`config.mk`:
```
export PLATFORM = sky130hd
export DESIGN_NAME = regfile_write_arbiter
export DESIGN_NICKNAME = d
export VERILOG_FILES = /design/src/rtl/regfile_pkg.sv /design/src/rtl/rr_arbiter2.sv /design/src/rtl/regfile_write_arbiter.sv
export SDC_FILE = /design/constraint.sdc
export NUM_CORES = 1
export LEC_CHECK = 0
export BUFFER_PORTS_ARGS = -buffer_cell sky130_fd_sc_hd__buf_2
export CAP_MARGIN = 20
export CORE_UTILIZATION = 47
export CTS_BUF_LIST = sky130_fd_sc_hd__clkbuf_2 sky130_fd_sc_hd__clkbuf_4 sky130_fd_sc_hd__clkbuf_8
export DETAILED_ROUTE_END_ITERATION = 7
export GPL_ROUTABILITY_DRIVEN = 1
export PLACE_DENSITY = 0.83
export SLEW_MARGIN = 10
export SYNTH_ARGS = -nofsm -noshare
export SYNTH_HDL_FRONTEND = slang
export SYNTH_SLANG_ARGS = --single-unit
```
`constraint.sdc`:
```
create_clock -name CLK -period 1.8 [get_ports CLK]
set_clock_uncertainty 0.1 [all_clocks]
set_input_delay 0.18 -clock CLK [delete_from_list [all_inputs] [get_ports CLK]]
set_output_delay 0.18 -clock CLK [all_outputs]
set_load 0.03 [all_outputs]
```
`src/rtl/regfile_pkg.sv`:
```
// Shared types and constants for the register-file write-port arbiter.
// Sizes of the 32x32 register file, the $zero index, FSM states and the
// write request bundle used inside the arbiter.
package regfile_pkg;

  localparam int NUM_REGS = 32;
  localparam int ADDR_W   = 5;
  localparam int DATA_W   = 32;

  // Architecturally hard-wired zero register; writes to it are swallowed.
  localparam logic [ADDR_W-1:0] ZERO_REG = '0;

  typedef enum logic {
    S_CLEAR = 1'b0,
    S_ARB   = 1'b1
  } wr_state_t;

  typedef struct packed {
    logic [ADDR_W-1:0] addr;
    logic [DATA_W-1:0] data;
  } wr_req_t;

endpackage

```
`src/rtl/rr_arbiter2.sv`:
```
// 2-way round-robin arbiter: combinational one-hot grant, pointer flop.
// Latency: grant in the same cycle as the request; pointer updates at the edge.
// Backpressure: en=0 forces gnt=0; the pointer only moves on contested grants.
module rr_arbiter2 (
  input  logic       CLK,
  input  logic       RESET,
  input  logic       en,
  input  logic [1:0] req,
  output logic [1:0] gnt
);

  // Priority pointer: 0 favours requester 0, 1 favours requester 1.
  logic       r_ptr;
  logic [1:0] w_req;

  assign w_req = en ? req : 2'b00;

  // Grant decode: a lone requester always wins, a tie goes to the pointer side.
  always_comb begin
    gnt = 2'b00;
    case (w_req)
      2'b01:   gnt = 2'b01;
      2'b10:   gnt = 2'b10;
      2'b11:   gnt = r_ptr ? 2'b10 : 2'b01;
      default: gnt = 2'b00;
    endcase
  end

  // Pointer flips only when both sides competed, so uncontested grants keep fairness state.
  always_ff @(posedge CLK) begin
    if (RESET) begin
      r_ptr <= 1'b0;
    end else if (w_req == 2'b11) begin
      r_ptr <= ~r_ptr;
    end
  end

endmodule

```
`src/rtl/regfile_write_arbiter.sv`:
```
// Owns the register-file write port: zero-fills all registers after reset,
// then round-robins two writeback requesters. Latency: accepted request on WR_* next cycle.
// Backpressure: READYx is the accept strobe; none accepted during reset or the zero-fill.
module regfile_write_arbiter #(
  parameter int NUM_REGS       = regfile_pkg::NUM_REGS,
  parameter int ADDR_W         = regfile_pkg::ADDR_W,
  parameter int DATA_W         = regfile_pkg::DATA_W,
  parameter bit CLEAR_ON_RESET = 1'b1
) (
  input  logic              CLK,
  input  logic              RESET,
  input  logic              REQ0,
  input  logic [ADDR_W-1:0] ADDR0,
  input  logic [DATA_W-1:0] DATA0,
  output logic              READY0,
  input  logic              REQ1,
  input  logic [ADDR_W-1:0] ADDR1,
  input  logic [DATA_W-1:0] DATA1,
  output logic              READY1,
  output logic              WR_EN,
  output logic [ADDR_W-1:0] WR_ADDR,
  output logic [DATA_W-1:0] WR_DATA,
  output logic              BUSY
);

  import regfile_pkg::*;

  localparam logic [ADDR_W-1:0] LAST_IDX = ADDR_W'(NUM_REGS - 1);

  wr_state_t         r_state;
  wr_state_t         w_state_nxt;
  logic [ADDR_W-1:0] r_count;
  logic              r_wr_en;
  logic [ADDR_W-1:0] r_wr_addr;
  logic [DATA_W-1:0] r_wr_data;

  logic              w_arb_en;
  logic [1:0]        w_gnt;
  logic              w_xfer;
  wr_req_t           w_sel;

  // State register; CLEAR_ON_RESET=0 skips straight to arbitration.
  always_ff @(posedge CLK) begin
    if (RESET) begin
      r_state <= CLEAR_ON_RESET ? S_CLEAR : S_ARB;
    end else begin
      r_state <= w_state_nxt;
    end
  end

  // Next state and arbitration enable; reset overrides everything so no request is taken.
  always_comb begin
    w_state_nxt = r_state;
    w_arb_en    = 1'b0;
    case (r_state)
      S_CLEAR: begin
        if (r_count == LAST_IDX) begin
          w_state_nxt = S_ARB;
        end
      end
      S_ARB: begin
        w_arb_en = ~RESET;
      end
      default: begin
        w_state_nxt = S_ARB;
      end
    endcase
  end

  rr_arbiter2 u_rr_arbiter2 (
    .CLK   (CLK),
    .RESET (RESET),
    .en    (w_arb_en),
    .req   ({REQ1, REQ0}),
    .gnt   (w_gnt)
  );

  assign w_xfer = |w_gnt;

  // Winner's payload; grant is one-hot, so bit 1 alone selects the source.
  always_comb begin
    w_sel.addr = w_gnt[1] ? ADDR1 : ADDR0;
    w_sel.data = w_gnt[1] ? DATA1 : DATA0;
  end

  // Registered write port. Zero-fill emits one write per cycle; in arbitration a
  // transfer to $zero is consumed but issues no write, leaving the bus unchanged.
  always_ff @(posedge CLK) begin
    if (RESET) begin
      r_wr_en   <= 1'b0;
      r_wr_addr <= '0;
      r_wr_data <= '0;
      r_count   <= '0;
    end else if (r_state == S_CLEAR) begin
      r_wr_en   <= 1'b1;
      r_wr_addr <= r_count;
      r_wr_data <= '0;
      r_count   <= r_count + ADDR_W'(1);
    end else if (w_xfer && (w_sel.addr != ZERO_REG)) begin
      r_wr_en   <= 1'b1;
      r_wr_addr <= w_sel.addr;
      r_wr_data <= w_sel.data;
    end else begin
      r_wr_en   <= 1'b0;
    end
  end

  assign READY0  = w_gnt[0];
  assign READY1  = w_gnt[1];
  assign BUSY    = (r_state == S_CLEAR);
  assign WR_EN   = r_wr_en;
  assign WR_ADDR = r_wr_addr;
  assign WR_DATA = r_wr_data;

endmodule

```
==> metrics.txt, run 1 <==
critical path arrival 1.46 ns; main flop type after synthesis dfxtp_1; Mapped Nets 320; row cnt 24; hold path cells 3; fin area 3040 um2; Root Buffer clkbuf_8; vias in the first global route 1979; asr flop ratio synth 0%; clock transition at the registers of the reported paths 0.08 ns; CTS tree built; status completed; final setup TNS 0 ns; worst skew pair latency 0.29 ns; initial antenna violation count 0; core footprint 4500 um2; Final Hold Viols 0; H-tree Lvls 2; Die Span X 71.4 um; drt first pass iters 4; RSZ-0062 raised after global routing false; post-synthesis cell type count 44; CTS Buf Count 5; largest net degree at the start of global routing 35; I/O pins 119; Seq/Total Area, Yosys 39.8%; Slew Limit Fails 0; first-pass GRT wire length 8.47 mm; hold_sp DATA1[28]; crit path launch r_state$_SDFF_PP0_; Die Ht 71.4 um; port buffer count 118; commonest non-fill, non-tap cell in the layout buf_2; vias 2188; R2R cell count 5; # setup viols final 0; Cell Pwr Density 610 nW/um2; period utilization 96.5%; HP Class in -> reg; commonest non-fill, non-tap cells in the layout buf_2 (118), dfxtp_1 (44), mux2i_1 (35), nand3_1 (29), o21ai_1 (22); R2R Path Start u_rr_arbiter2.r_ptr$_SDFFE_PP0N_; max cap viols 0; placed cell area 2950 um2; # hold bufs at CTS 0; Worst EP required 1.52 ns; Routed Antenna Nets 0; starting density of the core 50.3%; Critical Path End Type output port; Cell Count, Final, Fillers Out 414; Final Core Density 67.5%; Slowest cell on crit path dfxtp_2; layout cell share with drive strength beyond 1 44.8%; clock buffer depth 2; count of buffer and inverter cells on the critical path 2; Ant. Diodes 0; Leakage Power 1.56 nW; Max-slew headroom 75.0%; worst vdd ir 0.446 mV; post-DP HPWL 4.34 mm; Remaining DRCs 0; Congestion Overflow GR 0; R2R Setup Slk 0.15 ns; cell family with most CP delay buffers and inverters; crit path max fanout 10; syn avg cell area 9.44 um2; maximum clock frequency 575 MHz; nets 441; Cells after DPL 406; initial drt markers 73; Netlist Area Pre-Place 2260 um2; FF-to-FF End WR_ADDR[0]$_SDFFE_PP0P_; CP Capture Point READY0; Period minus WS final 1.74 ns; Slew @ Worst Pin 0.374 ns; post-DR wirelength/cell 13.0 um; Syn. warnings 0; max incr delay on CP 0.37 ns; vias per std cell 5.29; die footprint 5100 um2; final wirelength 5.37 mm; Worst setup SP type register; RePlAce Congestion 0.926; CP Cell Sequence and2b_1, buf_4, and3_1, buf_2; Overall Global Routing Usage 21.1%; synthesis-stage register bit count 45; Clock Sinks 45; WHS 0.0422 ns; number of flops mapped to enable cells by yosys 0; P&R area growth vs syn 34.3%; Mapped Cells 240; critical path depth 4; type of the worst setup path reg -> out
layer usage:
metal	share of wire (%)	vias up	GRT usage, %
met5	0	-	0
met2	49	83	38.5
met3	7.0	9	5.20
li1	-	1112	-
met4	1.0	0	6.67
met1	42	984	24.1
state kept, by name, indices dropped and copies added, names as in the netlist:
signal,count
r_state,1
WR_EN,1
r_count,5
u_rr_arbiter2.r_ptr,1
WR_DATA,32
WR_ADDR,5
synth_stat cells (3+ instances only):
library cell   n  area, um2
buf_6          5       56.3
nor2b_1        3       18.8
buf_4          5       37.5
inv_1          5       18.8
mux2i_1       35        350
o21ai_0        7       35.0
nand3_2        7       70.1
xor2_1         3       26.3
a21oi_1        4       20.0
nor2_1        17       63.8
o21ai_2        7       61.3
a221oi_1       3       26.3
dfxtp_1       45        901
buf_2          5       25.0
nand3_1       29        145
nand2_1        3       11.3
o21ai_1       22        110
cell families (layout without fill, tap and decap cells):
kind of cell | Yosys count | count (layout) | synth area share (%)
flip-flops | 45 | 45 | 39.8
AND/OR/NAND/NOR | 74 | 74 | 18.8
AO/OA/AOI/OAI | 56 | 56 | 16.1
buffers and inverters | 23 | 145 | 6.63
adder cells (fa/ha/maj) | 2 | 2 | 1.10
XOR/XNOR | 4 | 4 | 1.55
multiplexers | 36 | 36 | 16.0
power by group:
| part | leakage (nW) | internal [W] | switching (W) |
|---|---|---|---|
| sequential | 0.364 | 0.00101 | 0.00000893 |
| clock | 0.0439 | 0.000268 | 0.000328 |
| combinational | 1.15 | 0.000130 | 0.000116 |
worst min-delay path, stage by stage:
cell	delay [ns]
buf_2	0.07
mux2i_1	0.05
o21ai_1	0.10
worst min path at each step:
stage / endpoint / slack [ns]
6_report: WR_DATA[28]$_SDFFE_PP0P_ / 0.04
5_1_grt: WR_DATA[1]$_SDFFE_PP0P_ / 0.04
4_1_cts: WR_DATA[26]$_SDFFE_PP0P_ / 0.04
3_5_place_dp: WR_DATA[3]$_SDFFE_PP0P_ / 0.35
3_3_place_gp: WR_DATA[6]$_SDFFE_PP0P_ / 0.34
2_1_floorplan: WR_ADDR[4]$_SDFFE_PP0P_ / 0.15
layout make-up:
cell class                      instances  area (um2)
Timing Repair Buffer                  132         746
Fill cell                             383        1460
Sequential cell                        45         902
Clock buffer                            5        68.8
Tap cell                               52        65.1
Clock inverter                          3        17.5
Inverter                                5        18.8
Multi-Input combinational cell        172        1220
through the flow:
step	setup WS (ns)	total power (W)
finish	0.0623	0.00186
global placement	0.129	0.00128
CTS	0.0506	0.00188
detailed placement	0.128	0.00128
global route	0.00409	0.00195
floorplan	0.0749	0.00116
repair_timing:
item | 4_1_cts | 5_1_grt
setup buffers | 0 | 0
resized for setup | 1 | 0
endpoints found under the hold margin | 0 | 0
endpoints found under the setup margin | 1 | 0
No activity file was read; power rests on OpenSTA's default activity.
==> run 2, diff against run 1 <==
CORE_MARGIN = 2   (was default)
clock period = 1.75 ns   (was 1.8 ns; I/O delays follow)
==> metrics.txt, run 2 (synthesis gave the netlist of run 1 again) <==
CTS tree built; nets 441 (unchanged); WHS 0.0481 ns (+0.00597 ns); Routed Antenna Nets 0 (unchanged); Worst setup SP type register; layout cell share with drive strength beyond 1 45.0% (+0.28 points); post-DR wirelength/cell 13.3 um (+2.6%); die footprint 5390 um2 (+5.7%); Leakage Power 1.57 nW (+0.69%); Filler cells 401 (+4.7%); row cnt 25 (+4.2%); Final Core Density 65.7% (-1.8 points); max cap viols 0 (unchanged); Slew @ Worst Pin 0.372 ns (-0.00192 ns); # setup viols final 0 (unchanged); status completed; clock transition at the registers of the reported paths 0.08 ns (about the same); fin area 3080 um2 (+1.3%); maximum clock frequency 601 MHz; crit path max fanout 14 (+4); final wirelength 5.53 mm (+3.1%); Int Pwr 0.00165 W (+17%); Cell Pwr Density 681 nW/um2 (+12%); max FFs per register 32 (unchanged); hold_sp DATA1[5]; Sw Share 21.4% (-2.9 points); R2R cell count 5 (unchanged); Sequential Power Share 49.7% (-5.0 points); vias in the first global route 1939 (-2.0%); commonest non-fill, non-tap cell in the layout buf_2; Final Hold Viols 0 (unchanged); worst vdd ir 0.396 mV (-11%); Multi-input gate area 1220 um2 (+0.10%); Root Buffer clkbuf_8; Clock Sinks 45 (unchanged); Overall Global Routing Usage 19.9% (-1.1 points); I/O pins 119 (unchanged); type of the worst setup path reg -> out; port buffer count 118 (unchanged); largest net degree at the start of global routing 43 (+23%); Ant. Diodes 0 (unchanged); Worst Hold End WR_DATA[5]$_SDFFE_PP0P_; post-DP HPWL 4.31 mm (-0.64%); H-tree Lvls 2 (unchanged); Max-slew headroom 75.1% (+0.13 points); Remaining DRCs 0 (unchanged); register area 905 um2 (+0.28%); Period minus WS final 1.66 ns; Die Span X 73.4 um (+2.8%); first-pass GRT wire length 8.49 mm (+0.17%); Congestion Overflow GR 0 (unchanged); core footprint 4690 um2 (+4.2%); clock share of power 38.3% (+6.2 points); initial antenna violation count 0 (unchanged); hold path cells 3 (unchanged); Slew Limit Fails 0 (unchanged); R2R Path Start u_rr_arbiter2.r_ptr$_SDFFE_PP0N_; vias 2180 (-0.37%); initial drt markers 92 (+26%); net load switching power 0.000450 W (-0.63%); FF-to-FF End WR_ADDR[0]$_SDFFE_PP0P_; P&R area growth vs syn 36.0%; RePlAce Congestion 0.956 (+3.2%); RSZ-0062 raised after global routing false; Power Total 0.00210 W (+13%); Gate power share 12.0% (-1.2 points); HP Class in -> reg; Die Ht 73.4 um (+2.8%); starting density of the core 48.3% (-2.0 points); R2R Setup Slk 0.12 ns (-0.03 ns); period utilization 95.1%; clock buffer depth 2 (unchanged); Critical Path End Type output port; critical path arrival 1.39 ns (-0.07 ns); commonest non-fill, non-tap cells in the layout buf_2 (117), dfxtp_1 (44), mux2i_1 (35), nand3_1 (29), o21ai_1 (22); vias per std cell 5.24 (-0.84%); placed cell area 2940 um2 (-0.59%); worst skew pair latency 0.29 ns (about the same); CTS Buf Count 5 (unchanged); final setup TNS 0 ns (unchanged); drt first pass iters 4 (unchanged); Worst EP required 1.47 ns (-0.05 ns)
[run 2: worst max-delay path: stages, from the launching register on]
cell      delay (ns)
dfxtp_4         0.37
and2b_2         0.24
buf_8           0.16
and3_1          0.16
clkbuf_4        0.18
[run 2: timing repair]
action,in CTS,in global routing
setup endpoints to repair,2,2
gates resized for setup,3,4
hold endpoints to repair,1,0
hold buffers,1,0
buffers inserted,0,0
[run 2: worst max-delay path by stage]
stage                                startpoint                        to  slack (ns)
3_3_place_gp                               REQ0   WR_ADDR[4]$_SDFFE_PP0P_        0.13
4_1_cts                      r_state$_SDFF_PP0_                    READY0        0.03
3_5_place_dp                 r_state$_SDFF_PP0_  WR_DATA[30]$_SDFFE_PP0P_        0.10
2_1_floorplan                r_state$_SDFF_PP0_   WR_ADDR[4]$_SDFFE_PP0P_        0.02
6_report                     r_state$_SDFF_PP0_                    READY0        0.09
5_1_grt        u_rr_arbiter2.r_ptr$_SDFFE_PP0N_   WR_ADDR[0]$_SDFFE_PP0P_       0.007
[run 2: final cells by class]
type / instances / share of cell area, %
clock buffer: 7 / 2.92
clock inverter: 1 / 0.975
inverter: 5 / 0.609
multi-input combinational: 172 / 39.7
sequential: 45 / 29.4
tap: 54 / 2.19
timing repair buffer: 132 / 24.2
[run 2: through the flow]
stage	std cells	setup WS, ns
after floorplan	240	0.0249
after global placement	407	0.129
after detailed placement	407	0.105
after CTS	416	0.0254
after global routing	416	0.00684
final	416	0.0851
[run 2: routing by layer]
layer  share of wire, %  up-vias  track usage [%]
met5                  0        -                0
met4                1.0        0             5.25
met3                7.5        6             3.98
met2                 51       94             36.8
met1                 41      968             23.3
li1                   -     1112                -
[run 2: power by group through the flow]
stage	clock (W)	combinational (W)	sequential, W
global route	0.000860	0.000278	0.00104
CTS	0.000824	0.000254	0.00104
floorplan	0	0.000114	0.00108
finish	0.000802	0.000253	0.00104
global placement	0	0.000246	0.00107
detailed placement	0	0.000252	0.00107
==> run 3, diff against run 2 <==
--- a/config.mk
+++ b/config.mk
@@ -10,3 +10,3 @@
 export CORE_MARGIN = 2
-export CORE_UTILIZATION = 47
+export CORE_UTILIZATION = 50
 export CTS_BUF_LIST = sky130_fd_sc_hd__clkbuf_2 sky130_fd_sc_hd__clkbuf_4 sky130_fd_sc_hd__clkbuf_8
@@ -14,3 +14,3 @@
 export GPL_ROUTABILITY_DRIVEN = 1
-export PLACE_DENSITY = 0.83
+export PLACE_DENSITY = 0.95
 export SLEW_MARGIN = 10
==> constraint.sdc (replaced) <==
create_clock -name CLK -period 2.1 [get_ports CLK]
set_clock_uncertainty 0.1 [all_clocks]
set_input_delay 0 -clock CLK [delete_from_list [all_inputs] [get_ports CLK]]
set_output_delay 0 -clock CLK [all_outputs]
set_load 0.03 [all_outputs]
==> metrics.txt, run 3 (synthesis gave the netlist of run 1 again) <==
status completed; Critical Path End Type register; drt first pass iters 4 (unchanged); Overall Global Routing Usage 29.6% (+9.6 points); max cap viols 0 (unchanged); post-DP HPWL 4.15 mm (-3.6%); Slowest cell on crit path dlygate4sd3_1; met3 WL 535 um (+29%); initial drt markers 113 (+23%); hold path cells 4 (+1); worst skew pair latency 0.29 ns (about the same); max FFs per register 32 (unchanged); CP Cell Sequence or2b_1, nand2_2, mux2i_1, dlygate4sd3_1, o21ai_1; critical path arrival 2.05 ns (+0.66 ns); H-tree Lvls 2 (unchanged); Period minus WS final 1.99 ns; R2R cell count 5 (unchanged); Worst setup SP type register; type of the worst setup path reg -> reg; vias per std cell 5.38 (+2.7%); die footprint 5080 um2 (-5.7%); Routed Antenna Nets 0 (unchanged); Final Hold Viols 0 (unchanged); first-pass GRT wire length 11.9 mm (+40%); port buffer count 118 (unchanged); RSZ-0062 raised after global routing false; initial antenna violation count 0 (unchanged); Remaining DRCs 0 (unchanged); fin area 3660 um2 (+19%); max incr delay on CP 0.57 ns (+0.20 ns); maximum clock frequency 503 MHz; placed cell area 2860 um2 (-2.6%); DR WL met2 3.88 mm (+38%); Clock Sinks 45 (unchanged); Slew Limit Fails 0 (unchanged); starting density of the core 52.0% (+3.7 points); Die Ht 71.3 um (-2.9%); cell family with most CP delay buffers and inverters; Slew @ Worst Pin 0.440 ns (+0.0678 ns); layout cell share with drive strength beyond 1 36.8% (-8.2 points); CTS Buf Count 5 (unchanged); Leakage Power 1.80 nW (+14%); final setup TNS 0 ns (unchanged); R2R Path Start u_rr_arbiter2.r_ptr$_SDFFE_PP0N_; Root Buffer clkbuf_8; M1 WL 2.81 mm (+25%); vias in the first global route 2660 (+37%); row cnt 24 (-4.0%); I/O pins 119 (unchanged); final wirelength 7.55 mm (+36%); hold_sp REQ0; # setup viols final 0 (unchanged); crit path max fanout 8 (-6); commonest non-fill, non-tap cell in the layout buf_2; clock transition at the registers of the reported paths 0.08 ns (about the same); CTS tree built; Worst Hold End u_rr_arbiter2.r_ptr$_SDFFE_PP0N_; highest metal used met4; post-DR wirelength/cell 16.0 um (+20%); FF-to-FF End WR_DATA[21]$_SDFFE_PP0P_; Ant. Diodes 0 (unchanged); P&R area growth vs syn 61.7%; vias 2546 (+17%); Max-slew headroom 70.4% (-4.7 points); Post CTS Setup Buffer Count 0 (unchanged); Die Span X 71.3 um (-2.9%); core footprint 4350 um2 (-7.2%); nets 500 (+13%); Congestion Overflow GR 0 (unchanged); clock buffer depth 2 (unchanged); commonest non-fill, non-tap cells in the layout buf_2 (117), dlygate4sd3_1 (68), dfxtp_1 (44), mux2i_1 (35), nand3_1 (29); RePlAce Congestion 0.945 (-1.1%); HP Class in -> reg; Worst EP required 2.16 ns (+0.69 ns); R2R Setup Slk 0.11 ns (about the same); period utilization 94.6%; count of buffer and inverter cells on the critical path 1 (-1); worst vdd ir 0.425 mV (+7.2%); largest net degree at the start of global routing 36 (-16%); Cell Pwr Density 501 nW/um2 (-26%)
==> run 3: cell types whose count changed in the layout (fill, tap and decap cells not counted) <==
| cell | change |
|---|---|
| dlygate4sd3_1 | +67 |
| buf_4 | -5 |
| buf_12 | -1 |
| buf_8 | -1 |
| clkbuf_4 | -1 |
| clkbuf_8 | -1 |
| clkinv_4 | +1 |
| dfxtp_2 | +1 |
| dfxtp_4 | -1 |
==> run 3: worst register-to-register path, stage by stage (launching register included) <==
cell and delay, ns:
dfxtp_1 0.34, or2b_1 0.28, nand2_2 0.27, mux2i_1 0.22, dlygate4sd3_1 0.57, o21ai_1 0.08
==> run 3: per-stage QoR <==
step / worst slack, ns / total power, W / hold slack, ns / std cells / util, %
2_1_floorplan: 0.375 / 0.000992 / -0.0272 / 240 / -
4_1_cts: 0.0364 / 0.00184 / 0.00138 / 473 / 84.0
3_3_place_gp: 0.388 / 0.00109 / 0.162 / 397 / 65.7
6_report: 0.114 / 0.00183 / 0.0149 / 473 / 84.1
3_5_place_dp: 0.332 / 0.00109 / 0.175 / 397 / 65.7
5_1_grt: 0.0249 / 0.00191 / 0.0327 / 473 / 84.1
==> run 3: repair_timing <==
item,4_1_cts,5_1_grt
resized for setup,0,5
endpoints found under the setup margin,0,1
endpoints found under the hold margin,44,0
hold buffers,68,0
==> run 3: where the power goes <==
part	leakage [nW]	internal (W)	total (W)	switching [W]
clock network	0.0588	0.000370	0.000648	0.000278
logic	1.37	0.000191	0.000317	0.000126
registers	0.364	0.000862	0.000869	0.00000761
==> run 3: final cells by class <==
cell class	instances	area, um2
fill	245	693
sequential	45	902
clock buffer	6	76.3
clock inverter	2	38.8
tap	52	65.1
timing repair buffer	191	1340
inverter	5	18.8
multi-input combinational	172	1220
==> run 3: how the worst max path moves through the flow <==
| stage | startpoint | end | slack [ns] | cells past startpoint |
|---|---|---|---|---|
| final | u_rr_arbiter2.r_ptr$_SDFFE_PP0N_ | WR_DATA[21]$_SDFFE_PP0P_ | 0.11 | 5 |
| after global routing | RESET | WR_ADDR[2]$_SDFFE_PP0P_ | 0.02 | 8 |
| after CTS | RESET | WR_ADDR[2]$_SDFFE_PP0P_ | 0.04 | 8 |
| after detailed placement | r_state$_SDFF_PP0_ | WR_DATA[22]$_SDFFE_PP0P_ | 0.33 | 6 |
| after global placement | u_rr_arbiter2.r_ptr$_SDFFE_PP0N_ | WR_ADDR[0]$_SDFFE_PP0P_ | 0.39 | 5 |
| after floorplan | r_state$_SDFF_PP0_ | WR_ADDR[4]$_SDFFE_PP0P_ | 0.37 | 8 |
==> run 3: layer usage <==
metal / GRT usage, % / up-vias
met1: 30.8 / 1153
met2: 55.1 / 129
met4: 14.9 / 0
li1: - / 1235
met5: 0 / -
met3: 6.75 / 29
